===== src/rtl/fuzz_result_misr.sv =====
// Capture-window MISR compactor for a wide result bus: folds each sample into a
// 32-bit signature, counts sample-to-sample changes, and hands the result off via valid/ready.
module fuzz_result_misr #(
  parameter int          Y_WIDTH   = 119,
  parameter int          CNT_WIDTH = 16,
  parameter logic [31:0] POLY      = 32'h04C11DB7,
  parameter logic [31:0] SEED      = 32'hFFFFFFFF
) (
  input  logic                 clk,
  input  logic                 rst,
  input  logic                 start,
  input  logic [CNT_WIDTH-1:0] num_samples,
  input  logic [Y_WIDTH-1:0]   y,
  output logic                 busy,
  output logic                 sig_valid,
  input  logic                 sig_ready,
  output logic [31:0]          signature,
  output logic [CNT_WIDTH-1:0] toggle_count
);

  localparam int NCHUNK = (Y_WIDTH + 31) / 32;

  // ZERO is a one-cycle hold so an empty window reports one edge after start.
  typedef enum logic [1:0] {IDLE, CAPTURE, ZERO, REPORT} state_t;

  state_t                 state, state_n;
  logic [CNT_WIDTH-1:0]   n_lat, cnt;
  logic [CNT_WIDTH-1:0]   cnt_inc;
  logic [Y_WIDTH-1:0]     prev_y;
  logic [NCHUNK*32-1:0]   y_pad;
  logic [31:0]            fold;
  logic [31:0]            sig_next;

  always_comb begin
    y_pad = '0;
    y_pad[Y_WIDTH-1:0] = y;
    fold = '0;
    for (int c = 0; c < NCHUNK; c++)
      fold = fold ^ y_pad[c*32 +: 32];
  end

  assign sig_next = ({signature[30:0], 1'b0} ^ (signature[31] ? POLY : 32'h0)) ^ fold;
  assign cnt_inc  = cnt + 1'b1;

  always_ff @(posedge clk or posedge rst) begin
    if (rst) state <= IDLE;
    else     state <= state_n;
  end

  always_comb begin
    state_n = state;
    case (state)
      IDLE:    if (start) state_n = (num_samples == '0) ? ZERO : CAPTURE;
      CAPTURE: if (cnt_inc == n_lat) state_n = REPORT;
      ZERO:    state_n = REPORT;
      REPORT:  if (sig_ready) state_n = IDLE;
      default: state_n = IDLE;
    endcase
  end

  always_comb begin
    busy      = (state != IDLE);
    sig_valid = (state == REPORT);
  end

  always_ff @(posedge clk or posedge rst) begin
    if (rst) begin
      n_lat        <= '0;
      cnt          <= '0;
      prev_y       <= '0;
      signature    <= SEED;
      toggle_count <= '0;
    end else begin
      case (state)
        IDLE: if (start) begin
          n_lat        <= num_samples;
          cnt          <= '0;
          signature    <= SEED;
          toggle_count <= '0;
        end
        CAPTURE: begin
          signature <= sig_next;
          // first sample of a window has nothing to compare against
          if (cnt != '0 && y != prev_y && toggle_count != {CNT_WIDTH{1'b1}})
            toggle_count <= toggle_count + 1'b1;
          prev_y <= y;
          cnt    <= cnt_inc;
        end
        default: ;
      endcase
    end
  end

endmodule


===== config.mk =====
export PLATFORM = sky130hd
export DESIGN_NAME = fuzz_result_misr
export DESIGN_NICKNAME = d
export VERILOG_FILES = /design/src/rtl/fuzz_result_misr.sv
export SDC_FILE = /design/constraint.sdc
export NUM_CORES = 1
export LEC_CHECK = 0
export CORE_MARGIN = 3
export CORE_UTILIZATION = 49
export CTS_CLUSTER_DIAMETER = 50
export CTS_CLUSTER_SIZE = 40
export DETAILED_ROUTE_END_ITERATION = 10
export GPL_ROUTABILITY_DRIVEN = 0
export PLACE_DENSITY = 0.78
export REMOVE_ABC_BUFFERS = 1
export SLEW_MARGIN = 15
export SYNTH_ARGS = -nofsm -noshare
export SYNTH_HDL_FRONTEND = slang
export SYNTH_SLANG_ARGS = --single-unit

===== constraint.sdc =====
create_clock -name clk -period 7.1 [get_ports clk]
set_input_delay 2.13 -clock clk [delete_from_list [all_inputs] [get_ports clk]]
set_output_delay 2.13 -clock clk [all_outputs]
set_load 0.1 [all_outputs]

**Yosys cells after proc, flatten, opt, wreduce, memory -nomap -nowiden**

Index checks and enable logic that the tools add are counted.

- Word-level logic and storage cells: 46
- Output and inout bits: 50
- Register bits: 201
- Input port bits: 139

- Add/sub/neg operators: 2
- Equal/unequal tests: 10
- Bitwise gates (word level): 5
- Muxes and demuxes: 12
- Reductions and logical operators: 11

Operators by type and width:

| operator | count |
|---|---|
| $ne 119x119->1 | 1 |
| $xor 32x32->32 | 3 |
| $pmux 16 s2 | 2 |
| $pmux 32 s2 | 1 |
| $add 16x1->16 const B | 2 |
| $mux 16 | 2 |
| $mux 32 | 1 |
| $xor 32x23->32 | 1 |
| $xor 32x27->32 | 1 |
| $mux 27 | 1 |
| $eq 16x16->1 | 1 |
| $logic_not 16->1 | 1 |
| $ne 16x16->1 const B | 1 |
| $reduce_bool 16->1 | 1 |
| $mux 2 | 4 |
| $pmux 2 s4 | 1 |
| $ne 2x2->1 const B | 3 |
| $reduce_and 3->1 | 2 |
| $eq 2x2->1 const B | 2 |
| $reduce_and 2->1 | 2 |
| $reduce_bool 2->1 | 2 |
| $eq 2x1->1 const B | 1 |
| $logic_and 1x1->1 | 2 |
| $logic_not 2->1 | 1 |
| $ne 2x1->1 const B | 1 |

**Depth between registers and ports, before layout**

- Depth after elaboration: 5
- Depth in mapped cells: 10
- Mapped depth without buffers: 10

**Worst setup path after synthesis**

No wires, ideal clock.

- Path kind: input-to-reg
- Start: input port y[118]
- End: register toggle_count[14]
- Stages on the path: 8
- Arrival time: 3.649 ns
- Required time: 7.020 ns
- Path slack: 3.371 ns
- Buffers on the path: 0
- Setup time: 0.080 ns
- Cells stage by stage: xor2_1 nor4_1 nand4_1 nor4_2 a31o_4 a21oi_4 or3b_1 mux2i_1

- Longest elaborated chain between the ends: 5

Ends and longest elaborated chain:

| what | RTL line | source |
|---|---|---|
| from (decl) | 13 | `input logic [Y_WIDTH-1:0] y,` |
| $ne 119x119->1 | 84 | `if (cnt != '0 && y != prev_y && toggle_count != {CNT_WIDTH{1'b1}})` |
| $logic_and 1x1->1 (2 in a row) | 84 |  |
| $ne 2x2->1 (no source line) | n/a |  |
| $reduce_and 3->1 (no source line) | n/a |  |
| to (signal assigned) | 85 | `toggle_count <= toggle_count + 1'b1;` |
| to (decl) | 18 | `output logic [CNT_WIDTH-1:0] toggle_count` |

Every way passes these cells.
A chain may end at the register's enable or synchronous reset.

**Worst setup path after layout**

- Start: register signature[31]
- End: output port signature[31]

RTL lines:

| what | RTL line | source |
|---|---|---|
| from (decl) | 17 | `output logic [31:0] signature,` |
| from (signal assigned) | 82 | `signature <= sig_next;` |

No word-level cell between the ends.

==> summary.md <==
| Metric | Value |
|---|---|
| Worst hold slack after final layout | 0.521 ns |
| Layout fillers | 1736 |
| Vias per Instance | 5.40 |
| Top cells by area, synth | sky130_fd_sc_hd__dfrtp_1 (38%), sky130_fd_sc_hd__mux2_2 (14%), sky130_fd_sc_hd__xor2_1 (12%) |
| CTS buffer count | 24 |
| Fraction of final layout cells with drive strength greater than 1 | 21.1% |
| Switching part of the total power | 42.9% |
| Via count of the first global-routing pass | 8012 |
| Number of enable-type register cells in the synthesized netlist | 0 |
| Cell type of the slowest stage on the worst timing path | sky130_fd_sc_hd__clkdlybuf4s50_1 |
| Total number of vias | 7889 |
| H-tree depth | 1 |
| Final instance area | 14100 µm² |
| Fin. Hold Viols | 0 |
| Combinational Power Share | 49.0% |
| Number of antenna violations at the first check in global routing | 3 |
| Area share of the largest cell type after synthesis | 37.9% |
| Area added between synthesis and finish | 26.4% |
| Element type at the critical path start | flip-flop |
| CTS tree | built |
| Endpoint type of the worst setup path | primary output |
| Period utilisation layout | 68.5% |
| Sequential share of power | 32.4% |
| Antenna Violating Nets Remaining | 0 |
| Maximum buffer depth of the clock tree | 3 |
| Detail-routed net length per standard cell | 19.0 µm |
| Worst hold path stage count | 2 |
| Measured slew at the worst slew-check pin | 1.08 ns |
| PnR Total Power | 6.72 mW |
| Slowest Stage Delay on Critical Path | 1.26 ns |
| Worst Path Class, Setup | flip-flop to primary output |
| Count of different cell masters after synthesis | 62 |
| Startpoint of the most critical hold path | signature[25]$_DFFE_PP1P_ |
| Clock share of power | 18.6% |
| Vert. Die Dim | 157 µm |
| Width of the die | 157 µm |
| Placeable Area | 22100 µm² |
| P_sw | 2.88 mW |
| Initial detailed-routing violation count | 331 |
| Post-detail-place hpwl | 20400 µm |
| Final critical-path setup slack | 2.24 ns |
| Standard cell area after detailed placement | 13300 µm² |
| Cell Int Power | 3.84 mW |
| Largest net degree at the start of global routing | 137 |
| Netlist Area Pre-Place | 11100 µm² |
| Post_cts resized | 0 |
| Power density relative to cell area | 477 nW/µm² |
| Yosys warns | 0 |
| Fraction of registers with async set or reset after synthesis | 100% |
| Required time at the endpoint of the critical path | 4.97 ns |
| Top cell family by delay on the critical path | buffers and inverters |
| Count of state elements after synthesis | 201 |
| CP bufs+invs | 1 |
| Unrepaired setup endpoints after global routing | false |
| VDD IR-drop max | 0.335 mV |
| Outcome | completed |
| Worst path cell trace | clkdlybuf4s50_1 |
| Cell count of the worst reg-to-reg path | 8 |
| Flop-to-flop setup slack | 3.67 ns |
| Die outline area | 24600 µm² |
| Post-route DRC | 0 |
| R2r startpoint | state[1]$_DFFE_PP0P_ |
| Endpoint of the worst hold-timing path | signature[25]$_DFFE_PP1P_ |
| Global-route wire length before repair | 43300 µm |
| Count of boundary I/O pins | 189 |
| Global route total overflow | 0 |
| Number of cells produced by synthesis | 979 |
| Initial Utilization | 50.5% |
| Net count, final | 1307 |
| Max Slew Vio Count | 0 |
| Max Clock Skew | 0.0114 ns |
| Top achievable clock speed | 206 MHz |
| Leak Pwr | 5.67 nW |
| Final critical path time including I/O delays and setup | 4.86 ns |
| Count of input and output buffers | 188 |
| Classification of the worst-slack hold path | flip-flop to flip-flop |
| Most used flip-flop cell after synthesis | sky130_fd_sc_hd__dfrtp_1 |
| Clock latency of the later-clocked register in the worst-skew pair | 0.52 ns |
| Root buffer cell | sky130_fd_sc_hd__clkbuf_16 |
| Most common cell in the netlist | sky130_fd_sc_hd__dfrtp_1 |
| Post-placement worst setup slack | 2.21 ns |
| Critical path fanouts, max | 16 |
| Slew Limit Headroom | 28.2% |
| Number of placement rows | 54 |
| Wire length after detailed routing | 27800 µm |
| Total routing usage reported by global routing | 22.4% |
| Data arrival at the endpoint of the critical path | 2.73 ns |
| Maximum capacitance violations | 0 |
| Buffers inserted during post-CTS setup optimization | 0 |
| CTS clk-pin slew, worst paths | 0.06 ns |
| Final Setup Violations | 0 |
| Average instance area after synthesis | 11.4 µm² |
| Sinks on the clock net | 201 |
| Count of hold buffers inserted by post-cts repair | 0 |
| R2r endpoint | toggle_count[14]$_DFFE_PP0P_ |
| Most frequent cells after synthesis | sky130_fd_sc_hd__dfrtp_1 (169), sky130_fd_sc_hd__xor2_1 (148), sky130_fd_sc_hd__mux2_2 (136), sky130_fd_sc_hd__xnor2_1 (127), sky130_fd_sc_hd__nor2_1 (52) |
| Cell taking the most area after synthesis | sky130_fd_sc_hd__dfrtp_1 |
| Number of optimization iterations in the first detailed-route pass | 4 |
| Register area share after synthesis | 45.5% |
==> worst max path at each step <==
stage | startpoint | end | slack, ns | depth (start not counted)
3_3_place_gp | y[53] | toggle_count[14]$_DFFE_PP0P_ | 2.28 | 9
3_5_place_dp | y[117] | toggle_count[5]$_DFFE_PP0P_ | 2.21 | 9
4_1_cts | signature[31]$_DFFE_PP1P_ | signature[31] | 2.22 | 1
6_report | signature[31]$_DFFE_PP1P_ | signature[31] | 2.24 | 1
5_1_grt | signature[31]$_DFFE_PP1P_ | signature[31] | 2.19 | 1
2_1_floorplan | rst | cnt[0]$_DFFE_PP0P_ | -0.46 | 1
==> metrics by stage <==
step	utilization, %	instances	TNS [ns]
floorplan	-	940	-77.64
global placement	60.1	1415	0
detailed placement	60.1	1415	0
CTS	63.8	1458	0
global route	63.8	1458	0
finish	63.8	1461	0
==> cell families (layout without fill, tap and decap cells) <==
| kind of cell | Yosys count | in the layout | synth area share (%) |
|---|---|---|---|
| AOI/OAI and AO/OA | 106 | 106 | 6.16 |
| xor gates and xnor gates | 275 | 275 | 21.6 |
| adders and majority gates | 7 | 7 | 0.786 |
| buffers and inverters | 52 | 251 | 2.19 |
| DFF | 201 | 201 | 45.5 |
| muxes | 144 | 144 | 14.5 |
| other | 0 | 3 | 0 |
| and+or+nand+nor | 194 | 194 | 9.27 |
==> cells in the final DEF, fill, tap and decap left out, types with 4 or more instances in the layout <==
cell,netlist,routed
sky130_fd_sc_hd__inv_6,0,6
sky130_fd_sc_hd__nor3_1,7,7
sky130_fd_sc_hd__dfstp_2,32,32
sky130_fd_sc_hd__nor2_1,52,52
sky130_fd_sc_hd__nand3_1,9,9
sky130_fd_sc_hd__clkdlybuf4s50_1,0,188
sky130_fd_sc_hd__and3_4,4,4
sky130_fd_sc_hd__o21ai_0,26,26
sky130_fd_sc_hd__nand4_1,12,12
sky130_fd_sc_hd__a21oi_1,42,42
sky130_fd_sc_hd__clkbuf_16,0,25
sky130_fd_sc_hd__mux2_2,136,136
sky130_fd_sc_hd__dfrtp_1,169,169
sky130_fd_sc_hd__ha_1,7,6
sky130_fd_sc_hd__and3_1,11,11
sky130_fd_sc_hd__mux2i_1,7,7
sky130_fd_sc_hd__clkbuf_8,0,4
sky130_fd_sc_hd__nand2_1,39,39
sky130_fd_sc_hd__or2_2,4,4
sky130_fd_sc_hd__o22ai_1,4,4
sky130_fd_sc_hd__buf_4,1,7
sky130_fd_sc_hd__and2_1,4,4
sky130_fd_sc_hd__nor4_1,32,32
sky130_fd_sc_hd__xnor2_1,127,127
sky130_fd_sc_hd__inv_1,13,12
sky130_fd_sc_hd__o31ai_1,7,7
sky130_fd_sc_hd__xor2_1,148,148
==> power groups by stage <==
stage	Combinational (mW)	Clock, mW	Sequential (mW)
2_1_floorplan	1.92	0	2.79
3_3_place_gp	3.24	0	2.17
3_5_place_dp	3.29	0	2.19
4_1_cts	3.31	1.27	2.18
5_1_grt	3.52	1.32	2.24
6_report	3.29	1.25	2.18
==> registers in the layout (all words and copies together), names as in the netlist <==
signal        flops
state             2
prev_y          119
n_lat            16
cnt              16
toggle_count     16
signature        32
==> area by class of cell <==
type | count | area (µm²) | area share [%]
clock inverters | 13 | 134 | 0.950
inverters | 13 | 56.3 | 0.400
diodes | 3 | 7.51 | 0.0533
well taps | 280 | 350 | 2.49
repair buffers | 195 | 1930 | 13.7
multi-input cells | 726 | 5860 | 41.6
flip-flops and latches | 201 | 5070 | 36.0
clock buffers | 30 | 684 | 4.86
==> metal layers <==
layer  part of all wire (%)  GRT usage, %
met2                     48          36.7
met3                    6.7          5.56
met4                    2.3          5.92
met5                   0.14             0
met1                     43          29.9
==> worst reg2reg max path: stages, from the launching register on <==
cell and delay [ns]:
sky130_fd_sc_hd__dfrtp_1 0.41, sky130_fd_sc_hd__inv_1 0.14, sky130_fd_sc_hd__ha_4 0.68, sky130_fd_sc_hd__buf_4 0.96, sky130_fd_sc_hd__a21boi_1 0.18, sky130_fd_sc_hd__buf_4 0.25
sky130_fd_sc_hd__a21oi_4 0.17, sky130_fd_sc_hd__or3b_1 0.39, sky130_fd_sc_hd__mux2i_1 0.13
(Power assumes the default switching activity.)
